File: src/rtl/bus_arbiter_2m.sv
// Two-master / five-slave bus arbiter and router: grants the bus, routes master signals, decodes slave select, returns read data.
// Optional feature: define BUS_ARB_TIMEOUT_EN to bound how long M1 may hold the bus while M0 is waiting.
module bus_arbiter_2m #(
    parameter int ADDR_W   = 16,
    parameter int DATA_W   = 32,
    parameter int MAX_HOLD = 16
) (
    input  logic              clk,
    input  logic              reset,
    input  logic              m0_req,
    input  logic              m0_wr,
    input  logic [ADDR_W-1:0] m0_addr,
    input  logic [DATA_W-1:0] m0_dout,
    input  logic              m1_req,
    input  logic              m1_wr,
    input  logic [ADDR_W-1:0] m1_addr,
    input  logic [DATA_W-1:0] m1_dout,
    output logic              m0_grant,
    output logic              m1_grant,
    output logic              s_wr,
    output logic [ADDR_W-1:0] s_addr,
    output logic [DATA_W-1:0] s_dout,
    output logic [4:0]        s_sel,
    input  logic [DATA_W-1:0] s0_din,
    input  logic [DATA_W-1:0] s1_din,
    input  logic [DATA_W-1:0] s2_din,
    input  logic [DATA_W-1:0] s3_din,
    input  logic [DATA_W-1:0] s4_din,
    output logic [DATA_W-1:0] m_din
);

    typedef enum logic {GNT_M0 = 1'b0, GNT_M1 = 1'b1} state_t;

    state_t     state;
    logic [4:0] sel_q;
    logic       bus_active;
    logic       bus_wr;
    logic [4:0] dec_sel;
    logic       hold_expired;

    // M0 is the default owner and always drives the bus; M1 only drives while it requests
    always_comb begin
        bus_active = 1'b1;
        bus_wr     = m0_wr;
        s_addr     = m0_addr;
        s_dout     = m0_dout;
        if (state == GNT_M1) begin
            bus_active = m1_req;
            bus_wr     = m1_wr & m1_req;
            s_addr     = m1_addr;
            s_dout     = m1_dout;
        end
        dec_sel = 5'b00000;
        if (bus_active) begin
            case (s_addr[15:8])
                8'h00:   dec_sel = 5'b00001;
                8'h01:   dec_sel = 5'b00010;
                8'h02:   dec_sel = 5'b00100;
                8'h03:   dec_sel = 5'b01000;
                8'h04:   dec_sel = 5'b10000;
                default: dec_sel = 5'b00000;
            endcase
        end
        s_sel = dec_sel;
        s_wr  = bus_wr & (|dec_sel);
    end

`ifdef BUS_ARB_TIMEOUT_EN
    localparam int CNT_W = $clog2(MAX_HOLD + 1);

    logic [CNT_W-1:0] hold_cnt;

    assign hold_expired = (state == GNT_M1) && m0_req && (hold_cnt == CNT_W'(MAX_HOLD - 1));

    // Counts consecutive M1-owned cycles with M0 waiting; M0 cannot lose the bus again until it drops m0_req
    always_ff @(posedge clk) begin
        if (reset || state != GNT_M1 || !m0_req || hold_expired)
            hold_cnt <= '0;
        else
            hold_cnt <= hold_cnt + 1'b1;
    end
`else
    assign hold_expired = 1'b0;
`endif

    always_ff @(posedge clk) begin
        if (reset) begin
            state    <= GNT_M0;
            m0_grant <= 1'b1;
            m1_grant <= 1'b0;
        end else if (state == GNT_M0) begin
            if (m1_req && !m0_req) begin
                state    <= GNT_M1;
                m0_grant <= 1'b0;
                m1_grant <= 1'b1;
            end
        end else begin
            if (!m1_req || hold_expired) begin
                state    <= GNT_M0;
                m0_grant <= 1'b1;
                m1_grant <= 1'b0;
            end
        end
    end

    // Slaves answer one cycle after the address, so the registered select steers the returning data
    always_ff @(posedge clk) begin
        if (reset)
            sel_q <= 5'b00000;
        else
            sel_q <= s_sel & {5{~s_wr}};
    end

    always_comb begin
        m_din = ({DATA_W{sel_q[0]}} & s0_din)
              | ({DATA_W{sel_q[1]}} & s1_din)
              | ({DATA_W{sel_q[2]}} & s2_din)
              | ({DATA_W{sel_q[3]}} & s3_din)
              | ({DATA_W{sel_q[4]}} & s4_din);
    end

endmodule

File: config.mk
export PLATFORM = sky130hd
export DESIGN_NAME = bus_arbiter_2m
export DESIGN_NICKNAME = d
export VERILOG_FILES = /design/src/rtl/bus_arbiter_2m.sv
export SDC_FILE = /design/constraint.sdc
export NUM_CORES = 1
export LEC_CHECK = 0
export ABC_AREA = 0
export CAP_MARGIN = 20
export CORE_AREA = 2 2 137 139
export DETAILED_ROUTE_END_ITERATION = 8
export DIE_AREA = 0 0 139 141
export GPL_TIMING_DRIVEN = 1
export MAX_ROUTING_LAYER = met4
export PLACE_DENSITY = 0.46
export SLEW_MARGIN = 20
export SYNTH_ARGS = -nofsm -noshare
export SYNTH_HDL_FRONTEND = slang
export SYNTH_SLANG_ARGS = --single-unit
File: constraint.sdc
create_clock -name clk -period 1.34 [get_ports clk]
set_input_delay 0.268 -clock clk [delete_from_list [all_inputs] [get_ports clk]]
set_output_delay 0.268 -clock clk [all_outputs]
set_load 0.03 [all_outputs]
* After elaboration in Yosys (flattened, before gate mapping)
Index checks and enable logic that the tools add are counted.
** Word-level totals
- Bits in registers :: 8
- Input port bits :: 262
- Output and inout port bits :: 88
- Word-level logic and storage cells :: 43
** Cells by class
- Equality and inequality tests :: 5
- Multiplexer cells :: 15
- Bitwise logic cells :: 13
- Reduce and logical (&&, ||, !) cells :: 6
** Operators with widths (number)
- 32-bit AND :: 5
- 32-bit OR :: 4
- 32-bit two-way mux :: 1
- 5-bit one-hot mux with 5 select lines :: 1
- 8-bit by 2-bit equality test with 1-bit output (second input constant) :: 2
- 16-bit two-way mux :: 1
- 1-bit two-way mux :: 11
- 8-bit by 1-bit equality test with 1-bit output (second input constant) :: 1
- 8-bit by 3-bit equality test with 1-bit output (second input constant) :: 1
- 8-bit zero test :: 1
- 5-bit AND :: 1
- 5-bit two-way mux :: 1
- 5-bit OR reduction :: 1
- 1-bit AND :: 2
- 2-bit inequality test (second input constant) :: 1
- 2-bit AND reduction :: 1
- 2-bit nonzero test :: 1
- 1-bit logical AND :: 1
- 1-bit zero test :: 1
- 1-bit NOT :: 1

* Longest topological paths before layout
- Word-level depth :: 8
- Gate-level depth with buffers :: 6
- Gate-level depth less buffers :: 4

* Worst setup path after synthesis
No wires, ideal clock.
- Kind :: register to output
- Start point :: reg state
- End point :: out s_sel[1]
- Data arrival time :: 1.745 ns
- Data required time :: 1.072 ns
- Setup slack :: -0.673 ns
- Cell stages (with the launch flop) :: 5
- Buffers on the path :: 1
- Cell sequence :: dfxtp_1 buf_6 mux2i_2 inv_1 nor3_1
** On the way
- Cells in the longest elaborated chain, start to end :: 4
- Elaborated cells on any way between the ends :: 9
- Classes of those cells :: 4 x eq/ne; 4 x mux; 1 x reduce/logical
** RTL lines
- start: declaration :: line 34 : state_t state;
- start signal: assignment :: line 88 : state <= GNT_M0;
- start signal: assignment :: line 93 : state <= GNT_M1;
- start signal: assignment :: line 99 : state <= GNT_M0;
- 16-bit two-way mux * :: line 47 : if (state == GNT_M1) begin
- via s_addr[9] :: line 21 : output logic [ADDR_W-1:0] s_addr,
- 8-bit by 3-bit equality test with 1-bit output, or another cell as far along :: line 55 : case (s_addr[15:8])
- 5-bit one-hot mux with 5 select lines * :: line 55
- 5-bit two-way mux * :: line 54 : if (bus_active) begin
- end: declaration :: line 23 : output logic [4:0] s_sel,
The timed path passes the listed nets; every way through them passes the cells marked *.

* Final worst setup path
- Start point :: reg state
- End point :: out s_wr
** On the way
- Cells in the longest elaborated chain, start to end :: 6
- Elaborated cells on any way between the ends :: 12
- Classes of those cells :: 4 x eq/ne; 5 x mux; 1 x bitwise; 2 x reduce/logical
** RTL lines
- 16-bit two-way mux :: line 47
- 8-bit by 3-bit equality test with 1-bit output, or another cell as far along :: line 55
- 5-bit one-hot mux with 5 select lines :: line 55
- 5-bit two-way mux :: line 54
- 5-bit OR reduction :: line 65 : s_wr = bus_wr & (|dec_sel);
- 1-bit AND * :: line 65
- end: declaration :: line 20 : output logic s_wr,
Every way passes the cells marked *; elsewhere a longest branch is shown, timed or not.

==> flow_summary.toml <==
[yosys]
synth.most_common_cell = "mux2_2"
ys.flop_type = "dfxtp_1"
synth_top_area_share_pct = 29.7
yosysUniqueCellTypes = 30
synth-edff-count = 0
synth_seq_cells = 8
synth_area_um2 = 1780
synth-warning-count = 0
synth_common_cells = "mux2_2 (47), nand2_1 (36), a22oi_1 (33), a222oi_1 (32), clkbuf_1 (15)"
yosys-top-cells-area = "mux2_2 (30%), a222oi_1 (18%), a22oi_1 (14%), dfxtp_1 (9.0%), nand2_1 (7.6%)"
syn_inst = 214
yosysSeqAreaShare_pct = 8.99
async_reset_ff_share_pct = 0
syn_area_per_cell_um2 = 8.33
yosys.area.top_type = "mux2_2"
syn_nets = 476

[worst_setup_path]
worstPathCellList = "or3_4, o41ai_4, buf_4, buf_6, nor2_2, nor2_4, buf_12"
cp-start-kind = "register"
worstSetupPathType = "register to output pin"
r2r-start = "state"
worstPathRequired_ps = 1070
cp-startpoint = "state"
worstPathArrival_ps = 1560
end_kind = "output pin"
cpPeakStageDelay_ps = 350
critPathSlowestCell = "dfxtp_4"
worstPathMaxFanout = 5

[final_layout]
final_layout_size_suffix_gt1_share_pct = 38.1
fill_cells = 1829
nets = 862
antenna_cells = 0
synthToLayoutAreaGrowth_pct = 276
instances_no_fill = 833

[global_route]
grt_usage_pct = 13.8
antenna_found_initial = 0
grt_pass1_vias = 3711
grt_overflow = 0
grt_pass1_wl_mm = 20.9
grt_max_degree = 33

[clock_network]
cts-buffers-inserted = 3
h-tree-depth = 1
cts.sinks = 8
cts_tree = "yes"
clock_latency_ps = 230
cts.path.max_buffers = 2
cts_root_buf = "clkbuf_16"
clkTransAtPathRegs_ps = 40

[timing]
worst_pin_slew_ps = 406
rsz0062_at_grt = "true"
relSlewSlack_pct = 72.9
setup_ws_ps = -485
timing.fmax_ghz = 0.548
period_minus_slack_ps = 1820
hold_violations = 0
period_share_pct = 136
slew_viol_final = 0
tns_ps = -29090
setup_violations = 90
fin_worst_skew_ps = 6.64

[power]
p_switching_uw = 741
p_comb_share_pct = 69.8
pwr-share-seq_pct = 9.8
clkPwrFrac_pct = 20.4
p_leak_nw = 2.80
swShare_pct = 29.1
ir_drop_mv = 0.385
powerDensity_nw_per_um2 = 379
internal-power_mw = 1.80

[floorplanning]
num_io_pins = 350
core_um2 = 18300
start_util_pct = 9.75
chipHeight_um = 141
rows = 50
dieArea_um2 = 19600
die_x_um = 139

[hold_path]
min_path_type = "register to register"
holdCritStartpoint = "m1_grant"

[routing]
viasPerCell = 4.19
vias = 3489
drt-initial-drc-count = 164
ant_nets = 0
drc = 0
drt_pass1_iterations = 5
routedWlPerCell_um = 16.9
wirelength_mm = 14.1

[place]
pre_cts_ws_ps = -796
dp_cells = 809
gp_congestion = 0.840
port_buffers = 349
dp_hpwl_mm = 11.2

[run_status]
failed_checks = "setup timing"
status = "complete, but fails checks"

[flow_run]
max_cap_viol_count = 0
==> power by group through the flow <==
| stage | Combinational, mW | Clock, mW | Sequential (mW) |
|---|---|---|---|
| 2_1_floorplan | 0.552 | 0 | 0.261 |
| 3_3_place_gp | 1.64 | 0 | 0.255 |
| 3_5_place_dp | 1.65 | 0 | 0.256 |
| 4_1_cts | 1.78 | 0.534 | 0.249 |
| 5_1_grt | 1.86 | 0.555 | 0.249 |
| 6_report | 1.77 | 0.519 | 0.248 |
==> area by class of cell <==
type,instances,area [um2],share of cell area [%]
multi-input combinational,180,1790,26.8
tap,234,293,4.37
sequential,8,171,2.56
clock buffer,4,78.8,1.18
inverter,5,21.3,0.317
timing repair buffer,402,4350,64.8
==> timing repair <==
action                                  CTS  global route
hold buffers                              0             0
setup buffers                            10             5
gates cloned                              8             0
gates resized for setup                 115            13
endpoints found under the setup margin   91            91
pin swaps                                34            35
==> worst paths after layout <==
check / end / slack (ps) / cells after the start
max reg2reg: sel_q[1] / -160 / 6
min reg2reg: m1_grant / 560 / 2
min: m1_grant / 560 / 2
max: s_wr / -480 / 7
==> logic make-up after synthesis <==
group                  synth area share [%]
AND/OR/NAND/NOR                        16.7
buffers and inverters                  6.39
multiplexers                           31.3
AO/OA/AOI/OAI                          36.7
flip-flops                             8.99
==> cell usage in the layout, fill, tap and decap left out, drive strengths merged, types with 3 or more instances in the layout <==
cell,count
buf,145
inv,5
nor4,4
a22oi,33
nor3,4
clkbuf,4
dfxtp,8
nor2,5
a222oi,32
dlygate4sd2,9
clkdlybuf4s50,244
mux2,47
nand2,37
clkdlybuf4s15,3
==> per-stage QoR <==
stage / power, mW / instance area (um2) / utilization, % / hold WS, ps
floorplan: 0.814 / 2020 / - / 339
global placement: 1.90 / 5980 / 32.7 / 537
detailed placement: 1.91 / 5980 / 32.7 / 558
CTS: 2.56 / 6620 / 36.2 / 571
global route: 2.66 / 6700 / 36.7 / 598
finish: 2.54 / 6700 / 36.7 / 559
==> state kept, by name, indices dropped and copies added, names as in the netlist <==
| name | flops |
|---|---|
| sel_q | 5 |
| state | 1 |
| m0_grant | 1 |
| m1_grant | 1 |
==> critical path: cells and delay by family (launching register included) <==
family | cells | cell delay [ps]
DFF | 1 | 350
and+or+nand+nor | 3 | 520
buffers and inverters | 3 | 390
AOI/OAI and AO/OA | 1 | 60
==> per-layer routing <==
layer  vias up  part of all wire (%)  track usage [%]
met5         -                     0                -
met4         0                  0.69             1.70
met3         8                   6.6             2.85
met2       177                    54             25.3
met1      1629                    39             16.0
li1       1675                     -                -
(Power assumes the default switching activity.)
